### src/rtl/mac_tx_arbiter_pkg.sv
// Shared Ethernet TX definitions: arbiter states, requester channel IDs,
// EtherType constants and the payload length legality check.
package mac_tx_arbiter_pkg;

  typedef enum logic [1:0] {
    ST_IDLE  = 2'd0,
    ST_GRANT = 2'd1,
    ST_XFER  = 2'd2,
    ST_HOLD  = 2'd3
  } arb_state_t;

  localparam logic CH_ARP = 1'b0;
  localparam logic CH_IP  = 1'b1;

  localparam logic [15:0] ETH_TYPE_ARP = 16'h0806;
  localparam logic [15:0] ETH_TYPE_IP  = 16'h0800;

  localparam logic [7:0] PAD_BYTE = 8'h00;

  function automatic logic len_ok(input logic [15:0] len, input logic [15:0] max_len);
    return (len != 16'd0) && (len <= max_len);
  endfunction

endpackage

### src/rtl/mac_tx_arbiter_rr_arb2.sv
// Two-way round-robin picker; the priority pointer moves past whichever
// channel was served so the other one wins the next contested pick.
module rr_arb2
  import mac_tx_arbiter_pkg::*;
(
  input  logic       clk,
  input  logic       rst,
  input  logic [1:0] req,
  input  logic       advance,
  output logic       pick,
  output logic       pick_valid
);

  logic prio_r;

  // Prefer the pointed-to channel, fall back to the other one.
  always_comb begin
    pick_valid = |req;
    if (req[prio_r]) begin
      pick = prio_r;
    end else begin
      pick = ~prio_r;
    end
  end

  // Priority pointer register.
  always_ff @(posedge clk or posedge rst) begin
    if (rst) begin
      prio_r <= CH_ARP;
    end else if (advance) begin
      prio_r <= ~pick;
    end else begin
      prio_r <= prio_r;
    end
  end

endmodule

### src/rtl/mac_tx_arbiter.sv
// ARP/IP frame arbiter in front of the MAC transmitter: grants one requester,
// forwards exactly the announced length, pads short/stalled frames, counts errors.
module mac_tx_arbiter
  import mac_tx_arbiter_pkg::*;
#(
  parameter int P_TIMEOUT = 1024,
  parameter int P_MAX_LEN = 1500
) (
  input  logic        i_clk,
  input  logic        i_rst,
  input  logic        i_ch0_req,
  output logic        o_ch0_grant,
  input  logic [15:0] i_ch0_type,
  input  logic [15:0] i_ch0_len,
  input  logic [7:0]  i_ch0_data,
  input  logic        i_ch0_valid,
  input  logic        i_ch0_last,
  input  logic        i_ch1_req,
  output logic        o_ch1_grant,
  input  logic [15:0] i_ch1_type,
  input  logic [15:0] i_ch1_len,
  input  logic [7:0]  i_ch1_data,
  input  logic        i_ch1_valid,
  input  logic        i_ch1_last,
  output logic        o_mac_udp_valid,
  input  logic        i_mac_udp_ready,
  output logic [15:0] o_mac_type,
  output logic [15:0] o_mac_len,
  output logic [7:0]  o_mac_data,
  output logic        o_mac_valid,
  output logic        o_mac_last,
  output logic        o_err,
  output logic [15:0] o_err_cnt
);

  localparam int TW = (P_TIMEOUT > 1) ? $clog2(P_TIMEOUT) : 1;
  localparam logic [TW-1:0] TO_LAST = TW'(P_TIMEOUT - 1);
  localparam logic [15:0]   MAX_LEN = 16'(P_MAX_LEN);

  arb_state_t    state_r, state_s;
  logic [1:0]    grant_r, grant_s;
  logic          udp_valid_r, udp_valid_s;
  logic [15:0]   type_r, type_s, len_r, len_s;
  logic [15:0]   cnt_r, cnt_s, cnt_inc_s, err_cnt_r, err_cnt_s;
  logic [7:0]    data_r, data_s;
  logic          valid_r, valid_s, last_r, last_s, err_r, err_s;
  logic          ch_r, ch_s, pad_r, pad_s, hold_r, hold_s, ovr_r, ovr_s;
  logic [TW-1:0] idle_r, idle_s;
  logic          pick_s, pick_valid_s, adv_s;
  logic [15:0]   pick_len_s, pick_type_s;
  logic [7:0]    in_data_s;
  logic          in_valid_s, in_last_s;

  rr_arb2 u_rr_arb2 (
    .clk        (i_clk),
    .rst        (i_rst),
    .req        ({i_ch1_req, i_ch0_req}),
    .advance    (adv_s),
    .pick       (pick_s),
    .pick_valid (pick_valid_s)
  );

  assign cnt_inc_s = cnt_r + 16'd1;

  // Header fields of the pick candidate and payload of the granted channel.
  always_comb begin
    if (pick_s == CH_IP) begin
      pick_len_s  = i_ch1_len;
      pick_type_s = i_ch1_type;
    end else begin
      pick_len_s  = i_ch0_len;
      pick_type_s = i_ch0_type;
    end
    if (ch_r == CH_IP) begin
      in_data_s  = i_ch1_data;
      in_valid_s = i_ch1_valid;
      in_last_s  = i_ch1_last;
    end else begin
      in_data_s  = i_ch0_data;
      in_valid_s = i_ch0_valid;
      in_last_s  = i_ch0_last;
    end
  end

  // Next-state and next-output computation for every arbiter register.
  always_comb begin
    state_s     = state_r;
    grant_s     = 2'b00;
    udp_valid_s = 1'b0;
    type_s      = type_r;
    len_s       = len_r;
    data_s      = PAD_BYTE;
    valid_s     = 1'b0;
    last_s      = 1'b0;
    err_s       = 1'b0;
    ch_s        = ch_r;
    cnt_s       = cnt_r;
    idle_s      = idle_r;
    pad_s       = pad_r;
    hold_s      = hold_r;
    ovr_s       = ovr_r;
    adv_s       = 1'b0;
    case (state_r)
      ST_IDLE: begin
        // An outstanding grant pulse means the winner still holds its request this cycle.
        if (i_mac_udp_ready && pick_valid_s && (grant_r == 2'b00)) begin
          adv_s   = 1'b1;
          grant_s = (pick_s == CH_IP) ? 2'b10 : 2'b01;
          if (len_ok(pick_len_s, MAX_LEN)) begin
            state_s     = ST_GRANT;
            udp_valid_s = 1'b1;
            type_s      = pick_type_s;
            len_s       = pick_len_s;
            ch_s        = pick_s;
            cnt_s       = 16'd0;
            idle_s      = {TW{1'b0}};
            pad_s       = 1'b0;
            ovr_s       = 1'b0;
            hold_s      = 1'b0;
          end else begin
            err_s = 1'b1;
          end
        end else begin
          adv_s = 1'b0;
        end
      end
      ST_GRANT: begin
        state_s = ST_XFER;
      end
      ST_XFER: begin
        if (pad_r) begin
          valid_s = 1'b1;
          cnt_s   = cnt_inc_s;
          if (cnt_inc_s == len_r) begin
            last_s  = 1'b1;
            pad_s   = 1'b0;
            state_s = ST_HOLD;
          end else begin
            pad_s = 1'b1;
          end
        end else if (in_valid_s) begin
          valid_s = 1'b1;
          data_s  = in_data_s;
          cnt_s   = cnt_inc_s;
          idle_s  = {TW{1'b0}};
          if (cnt_inc_s == len_r) begin
            last_s  = 1'b1;
            state_s = ST_HOLD;
          end else if (in_last_s) begin
            pad_s = 1'b1;
            err_s = 1'b1;
          end else begin
            pad_s = 1'b0;
          end
        end else if (idle_r == TO_LAST) begin
          pad_s = 1'b1;
          err_s = 1'b1;
        end else begin
          idle_s = idle_r + TW'(1);
        end
      end
      ST_HOLD: begin
        // Bytes beyond the announced length are dropped, flagged once per frame.
        if (in_valid_s && !ovr_r) begin
          err_s = 1'b1;
          ovr_s = 1'b1;
        end else begin
          ovr_s = ovr_r;
        end
        if (i_mac_udp_ready && hold_r) begin
          state_s = ST_IDLE;
          type_s  = 16'd0;
          len_s   = 16'd0;
        end else begin
          hold_s = 1'b1;
        end
      end
      default: begin
        state_s = ST_IDLE;
      end
    endcase
  end

  // Saturating error counter.
  always_comb begin
    if (err_s && (err_cnt_r != 16'hFFFF)) begin
      err_cnt_s = err_cnt_r + 16'd1;
    end else begin
      err_cnt_s = err_cnt_r;
    end
  end

  // State and registered outputs.
  always_ff @(posedge i_clk or posedge i_rst) begin
    if (i_rst) begin
      state_r     <= ST_IDLE;
      grant_r     <= 2'b00;
      udp_valid_r <= 1'b0;
      type_r      <= 16'd0;
      len_r       <= 16'd0;
      data_r      <= 8'd0;
      valid_r     <= 1'b0;
      last_r      <= 1'b0;
      err_r       <= 1'b0;
      err_cnt_r   <= 16'd0;
      ch_r        <= CH_ARP;
      cnt_r       <= 16'd0;
      idle_r      <= {TW{1'b0}};
      pad_r       <= 1'b0;
      hold_r      <= 1'b0;
      ovr_r       <= 1'b0;
    end else begin
      state_r     <= state_s;
      grant_r     <= grant_s;
      udp_valid_r <= udp_valid_s;
      type_r      <= type_s;
      len_r       <= len_s;
      data_r      <= data_s;
      valid_r     <= valid_s;
      last_r      <= last_s;
      err_r       <= err_s;
      err_cnt_r   <= err_cnt_s;
      ch_r        <= ch_s;
      cnt_r       <= cnt_s;
      idle_r      <= idle_s;
      pad_r       <= pad_s;
      hold_r      <= hold_s;
      ovr_r       <= ovr_s;
    end
  end

  assign o_ch0_grant     = grant_r[0];
  assign o_ch1_grant     = grant_r[1];
  assign o_mac_udp_valid = udp_valid_r;
  assign o_mac_type      = type_r;
  assign o_mac_len       = len_r;
  assign o_mac_data      = data_r;
  assign o_mac_valid     = valid_r;
  assign o_mac_last      = last_r;
  assign o_err           = err_r;
  assign o_err_cnt       = err_cnt_r;

endmodule

### config.mk
export PLATFORM = sky130hd
export DESIGN_NAME = mac_tx_arbiter
export DESIGN_NICKNAME = d
export VERILOG_FILES = /design/src/rtl/mac_tx_arbiter_pkg.sv /design/src/rtl/mac_tx_arbiter_rr_arb2.sv /design/src/rtl/mac_tx_arbiter.sv
export SDC_FILE = /design/constraint.sdc
export NUM_CORES = 1
export LEC_CHECK = 0
export ABC_CLOCK_PERIOD_IN_PS = 3800
export BUFFER_PORTS_ARGS = -buffer_cell sky130_fd_sc_hd__buf_2
export CAP_MARGIN = 0
export CORE_UTILIZATION = 40
export CTS_CLUSTER_DIAMETER = 100
export DETAILED_ROUTE_END_ITERATION = 8
export GPL_TIMING_DRIVEN = 0
export SYNTH_ARGS = -nofsm -noshare
export SYNTH_HDL_FRONTEND = slang
export SYNTH_SLANG_ARGS = --single-unit
### constraint.sdc
create_clock -name i_clk -period 3.8 [get_ports i_clk]
set_input_delay 0.95 -clock i_clk [delete_from_list [all_inputs] [get_ports i_clk]]
set_output_delay 0.95 -clock i_clk [all_outputs]
set_load 0.05 [all_outputs]
# Word-level counts from Yosys, hierarchy flattened
# Cells that the tools add are included.
# totals
out_inout_bits	62
register_bits	95
# classes
reduce_logical	21
add_sub_neg	3
n_lt_le_gt_ge	2
n_eq_ne	14
n_bitwise	2
mux	69
# op_table
op	n
16-bit two-way mux	11
16-bit one-hot mux with 2 select lines	3
10-bit two-way mux	5
16-bit by 1-bit adder with 16-bit output (second input constant)	2
8-bit two-way mux	4
1-bit two-way mux	31
10-bit one-hot mux with 2 select lines	1
4-bit AND reduction	5
2-bit two-way mux	9
16-bit equality test	1
16-bit by 11-bit less-or-equal comparator with 1-bit output (second input constant)	1
16-bit != test (second input constant)	1
16-bit nonzero test	1
2-bit != test (second input constant)	6
10-bit by 1-bit adder with 10-bit output (second input constant)	1
10-bit equality test (second input constant)	1
2-bit one-hot mux with 4 select lines	1
1-bit logical AND	6
3-bit != test (second input constant)	2
1-bit one-hot mux with 2 select lines	3
3-bit AND reduction	2
5-bit AND reduction	1
2-bit equality test (second input constant)	2
2-bit zero test	2
7 further kinds	9

# Depth between registers and ports, before layout
# logic_depth
depth_word	10
mapped_depth	11

# Cells and area by module
# From an unflattened synthesis, not the netlist that was laid out.
# unflattened
cells_unflattened	574
area_unflattened_um2	5405.2
# by_module_without_submodules
mod	seq_area_each_um2	instances	area_each_um2	cells_each
mac_tx_arbiter	2352.3	1	5345.1	567
rr_arb2	25.0	1	60.1	7

# Least setup slack after synthesis
# No wires, ideal clock.
# synth_timing
path_type	input-to-reg
startpoint	input i_ch0_len[13]
endpoint	register len_r[3] (netlist: o_mac_len[3])
stages	10
path_buffers	2
setup_time_ns	0.133
t_arrival_ns	3.133
slack_ns	0.534
cell_sequence	or4_1 > a211oi_1 > nand4_1 > a21boi_1 > nor2_1 > or3_1 > clkbuf_1 > clkbuf_1 > nand2_1 > o21ai_0
# synth_via
elab_chain_cells	5
word_cells_on_any_way	6
cone_classes	1 x order compare; 1 x eq/ne; 1 x mux; 3 x reduce/logical
# synth_lines
item	line	rtl
start, declared	mac_tx_arbiter.sv:14	input logic [15:0] i_ch0_len,
16-bit two-way mux (*)	mac_tx_arbiter.sv:67	if (pick_s == CH_IP) begin
16-bit by 11-bit less-or-equal comparator with 1-bit output / 16-bit nonzero test (equally long branches)	mac_tx_arbiter_pkg.sv:21	return (len != 16'd0) && (len <= max_len);
1-bit logical AND (*)	mac_tx_arbiter_pkg.sv:21	
2-bit != test (no source line) (*)	--	
4-bit AND reduction (no source line) (*)	--	
end signal, assigned	mac_tx_arbiter.sv:217	len_r <= len_s;
end, declared	mac_tx_arbiter.sv:43	logic [15:0] type_r, type_s, len_r, len_s;
# Mark *: on every way between the ends. The rest lies on a longest branch, timed or not.
# A chain may end at the register's enable or synchronous reset.

# Worst setup path after layout
# layout_timing
startpoint	input i_ch0_len[13]
endpoint	register cnt_r[3]
# layout_via
elab_chain_cells	5
word_cells_on_any_way	6
cone_classes	1 x order compare; 1 x eq/ne; 1 x mux; 3 x reduce/logical
# layout_lines
item	line	rtl
16-bit two-way mux (*)	mac_tx_arbiter.sv:67	
16-bit by 11-bit less-or-equal comparator with 1-bit output / 16-bit nonzero test (equally long branches)	mac_tx_arbiter_pkg.sv:21	
1-bit logical AND (*)	mac_tx_arbiter_pkg.sv:21	
2-bit != test (no source line) (*)	--	
4-bit AND reduction (no source line) (*)	--	
end signal, assigned	mac_tx_arbiter.sv:224	cnt_r <= cnt_s;
end, declared	mac_tx_arbiter.sv:44	logic [15:0] cnt_r, cnt_s, cnt_inc_s, err_cnt_r, err_cnt_s;
# Marked as above.

==> impl_metrics.tcl <==
set metrics [dict create \
    status "complete, no violations" \
    die_h_um 118.8 \
    post_cts_buffers 0 \
    final_common_cell "buf_2" \
    cts_tree "built" \
    grt_setup_unrepaired "no" \
    cts_buffers 9 \
    timing.fmax_ghz 0.2788 \
    grt_max_degree 53 \
    root_buffer "clkbuf_16" \
    ant_nets 0 \
    postSynthAreaPerCell_sq_um 9.643 \
    clock_latency_ns 0.35 \
    p_leak_nw 3.309 \
    holdWs_ns 0.4719 \
    fp-row-count 42 \
    cts-htree-levels 3 \
    cp.arrival_ns 3.85 \
    hp-class "reg -> reg" \
    ir_drop_mv 0.4383 \
    synth_ff_type "dfrtp_1" \
    coreArea_sq_um 13300 \
    ys_seq_area_share_pct 43.56 \
    pre_cts_slack_ns -0.2299 \
    setup_viol 0 \
    grt_antenna_before_repair 0 \
    power.density_nw_per_um2 635.3 \
    fin_skew_ns 0.006954 \
    ios 151 \
    drtIter0Drc 214 \
    path_class "in -> reg" \
    finalCritPeriodShare_pct 94.40 \
    cts_sinks 95 \
    die_w_um 118.8 \
    yosys.cell_types.count 71 \
    synthCells 566 \
    grt_overflow 0 \
    dr.pass1.iters 4 \
    grt_pass1_wl_mm 24.61 \
    n_antenna_cell 0 \
    endpoint_kind "flop" \
    slew_violations 0 \
    ys_ff_latch 95 \
    layout.nets 824 \
    worst_pin_slew_ns 0.7906 \
    dp.cells 893 \
    maxSlewHeadroom_pct 47.29 \
    final.setup.worst_slack_ns 0.2129 \
    initial_utilization_pct 41.05 \
    period_minus_slack_ns 3.587 \
    drt-total-wl_mm 15.18 \
    io_buffers 150 \
    cp_max_fo 10 \
    via_count 4983 \
    gp_congestion 0.8635 \
    maxCapViolCount 0 \
    synth_edf_count 0 \
    drc 0 \
    viasPerCell 5.482 \
    finalHoldViolations 0 \
    layout-drive-gt1-share_pct 26.88 \
    area_delta_synth_final_pct 23.57 \
    fin_cells 909 \
    fillCellCount 1247 \
    clk_pin_slew_ns 0.07 \
    cp.required_ns 4.06 \
    synthArstFlopShare_pct 100.0 \
    dpl_cell_area_sq_um 6459 \
    fin_area_sq_um 6744 \
    ys_warn_count 0 \
    grt_pass1_vias 4863 \
    netlist_area_sq_um 5458 \
    cts.path.max_buffers 2 \
    groute.usage.overall_pct 22.35 \
    die_area_sq_um 14120 \
    start_kind "input port" \
    mostFrequentLayoutCells "buf_2 (151), dfrtp_1 (95), nand2_1 (62)" \
    hpwl_mm 11.66 \
    synth.net_count 662 \
    avgRoutedWirePerCell_um 16.70 \
]
layout make-up:
type	count	area [sq um]	share of cell area, %
Clock buffer	9	225.2	3.340
Clock inverter	7	56.30	0.8349
Buffer	32	176.4	2.616
Multi-Input combinational cell	422	2844	42.17
Timing Repair Buffer	151	778.2	11.54
Inverter	17	66.31	0.9833
Sequential cell	95	2377	35.25
Tap cell	176	220.2	3.265
synthesized netlist by cell type (3+ instances only):
library cell	number	share of area [%]
a22o_1	7	1.1
nor2b_1	3	0.34
a311oi_1	4	0.64
o21ai_0	34	3.1
nor3_1	16	1.5
and4_1	7	1.1
o211a_1	3	0.55
xor2_1	18	2.9
xnor2_1	16	2.6
nand2b_1	6	0.69
nand4_1	15	1.7
nand3_1	20	1.8
a31oi_1	4	0.46
nand2_1	62	4.3
or3_2	4	0.55
clkbuf_1	21	1.4
a21o_1	3	0.41
dfrtp_1	95	44
buf_4	3	0.41
and2_1	9	1.0
nor4_1	10	1.1
or4_1	5	0.69
or3_1	5	0.57
inv_1	17	1.2
a21oi_1	15	1.4
nor2_1	35	2.4
a21boi_0	3	0.41
mux2i_1	38	7.0
ha_1	7	1.6
o31ai_1	22	3.0
and3_1	7	0.80
logic make-up (layout without fill, tap and decap cells):
kind of cell,Yosys count,in the layout,share of synthesized area [%]
mux,40,40,7.382
buf+inv,49,216,4.402
simple gates,219,219,21.60
flops,95,95,43.56
fa+ha+maj,7,7,1.605
xor+xnor,34,34,5.456
compound gates,122,122,16.00
critical path: stages:
cell and delay, ns:
buf_2 0.09, or4_1 0.52, a211oi_1 0.33, nand4_1 0.25, a21boi_2 0.31, nor2_1 0.08, clkbuf_1 0.24, nor2_1 0.61
a41oi_1 0.21, a211oi_1 0.25
through the flow:
stage	setup TNS [ns]	utilization [%]	total power [mW]
4_1_cts	0	50.70	4.320
3_5_place_dp	-4.933	48.58	3.433
5_1_grt	0	50.72	4.551
3_3_place_gp	-88.94	48.35	3.392
6_report	0	50.72	4.285
2_1_floorplan	0	-	2.868
per-layer routing:
layer / track usage [%] / share of wire, % / vias up
met3: 5.603 / 7.0 / 21
met2: 36.84 / 49 / 185
met1: 28.78 / 43 / 2387
li1: - / - / 2390
met5: 0 / 0 / -
met4: 7.041 / 1.8 / 0
report_power, final:
part	internal, mW	switching, mW	total, mW	leakage [nW]
clock network	0.452	0.425	0.877	0.130
logic	0.611	1.44	2.06	1.92
registers	1.21	0.141	1.35	1.26
worst paths after layout:
kind	start	to	slack, ns	cells past startpoint
min in group asynchronous	i_rst	o_err_cnt[15]	0.66	2
max	i_ch0_len[13]	cnt_r[3]	0.21	10
min	o_mac_type[1]	o_mac_type[1]	0.47	2
max in group asynchronous	i_rst	o_mac_type[7]	2.48	3
min reg2reg	o_mac_type[1]	o_mac_type[1]	0.47	2
max reg2reg	cnt_r[1]	o_err_cnt[1]	0.54	9
state kept, by name, indices dropped and copies added (netlist names), 2 cells and up:
signal and cells:
cnt_r 16, o_err_cnt 16, o_mac_len 16, o_mac_type 16, idle_r 10, o_mac_data 8
grant_r 2, state_r 2
what timing repair did:
item                       4_1_cts  5_1_grt
hold buffers                     0        0
hold endpoints to repair         0        0
gates resized for setup          0        1
setup endpoints to repair        0       24
Note: power is estimated with default switching activity, not from simulation.
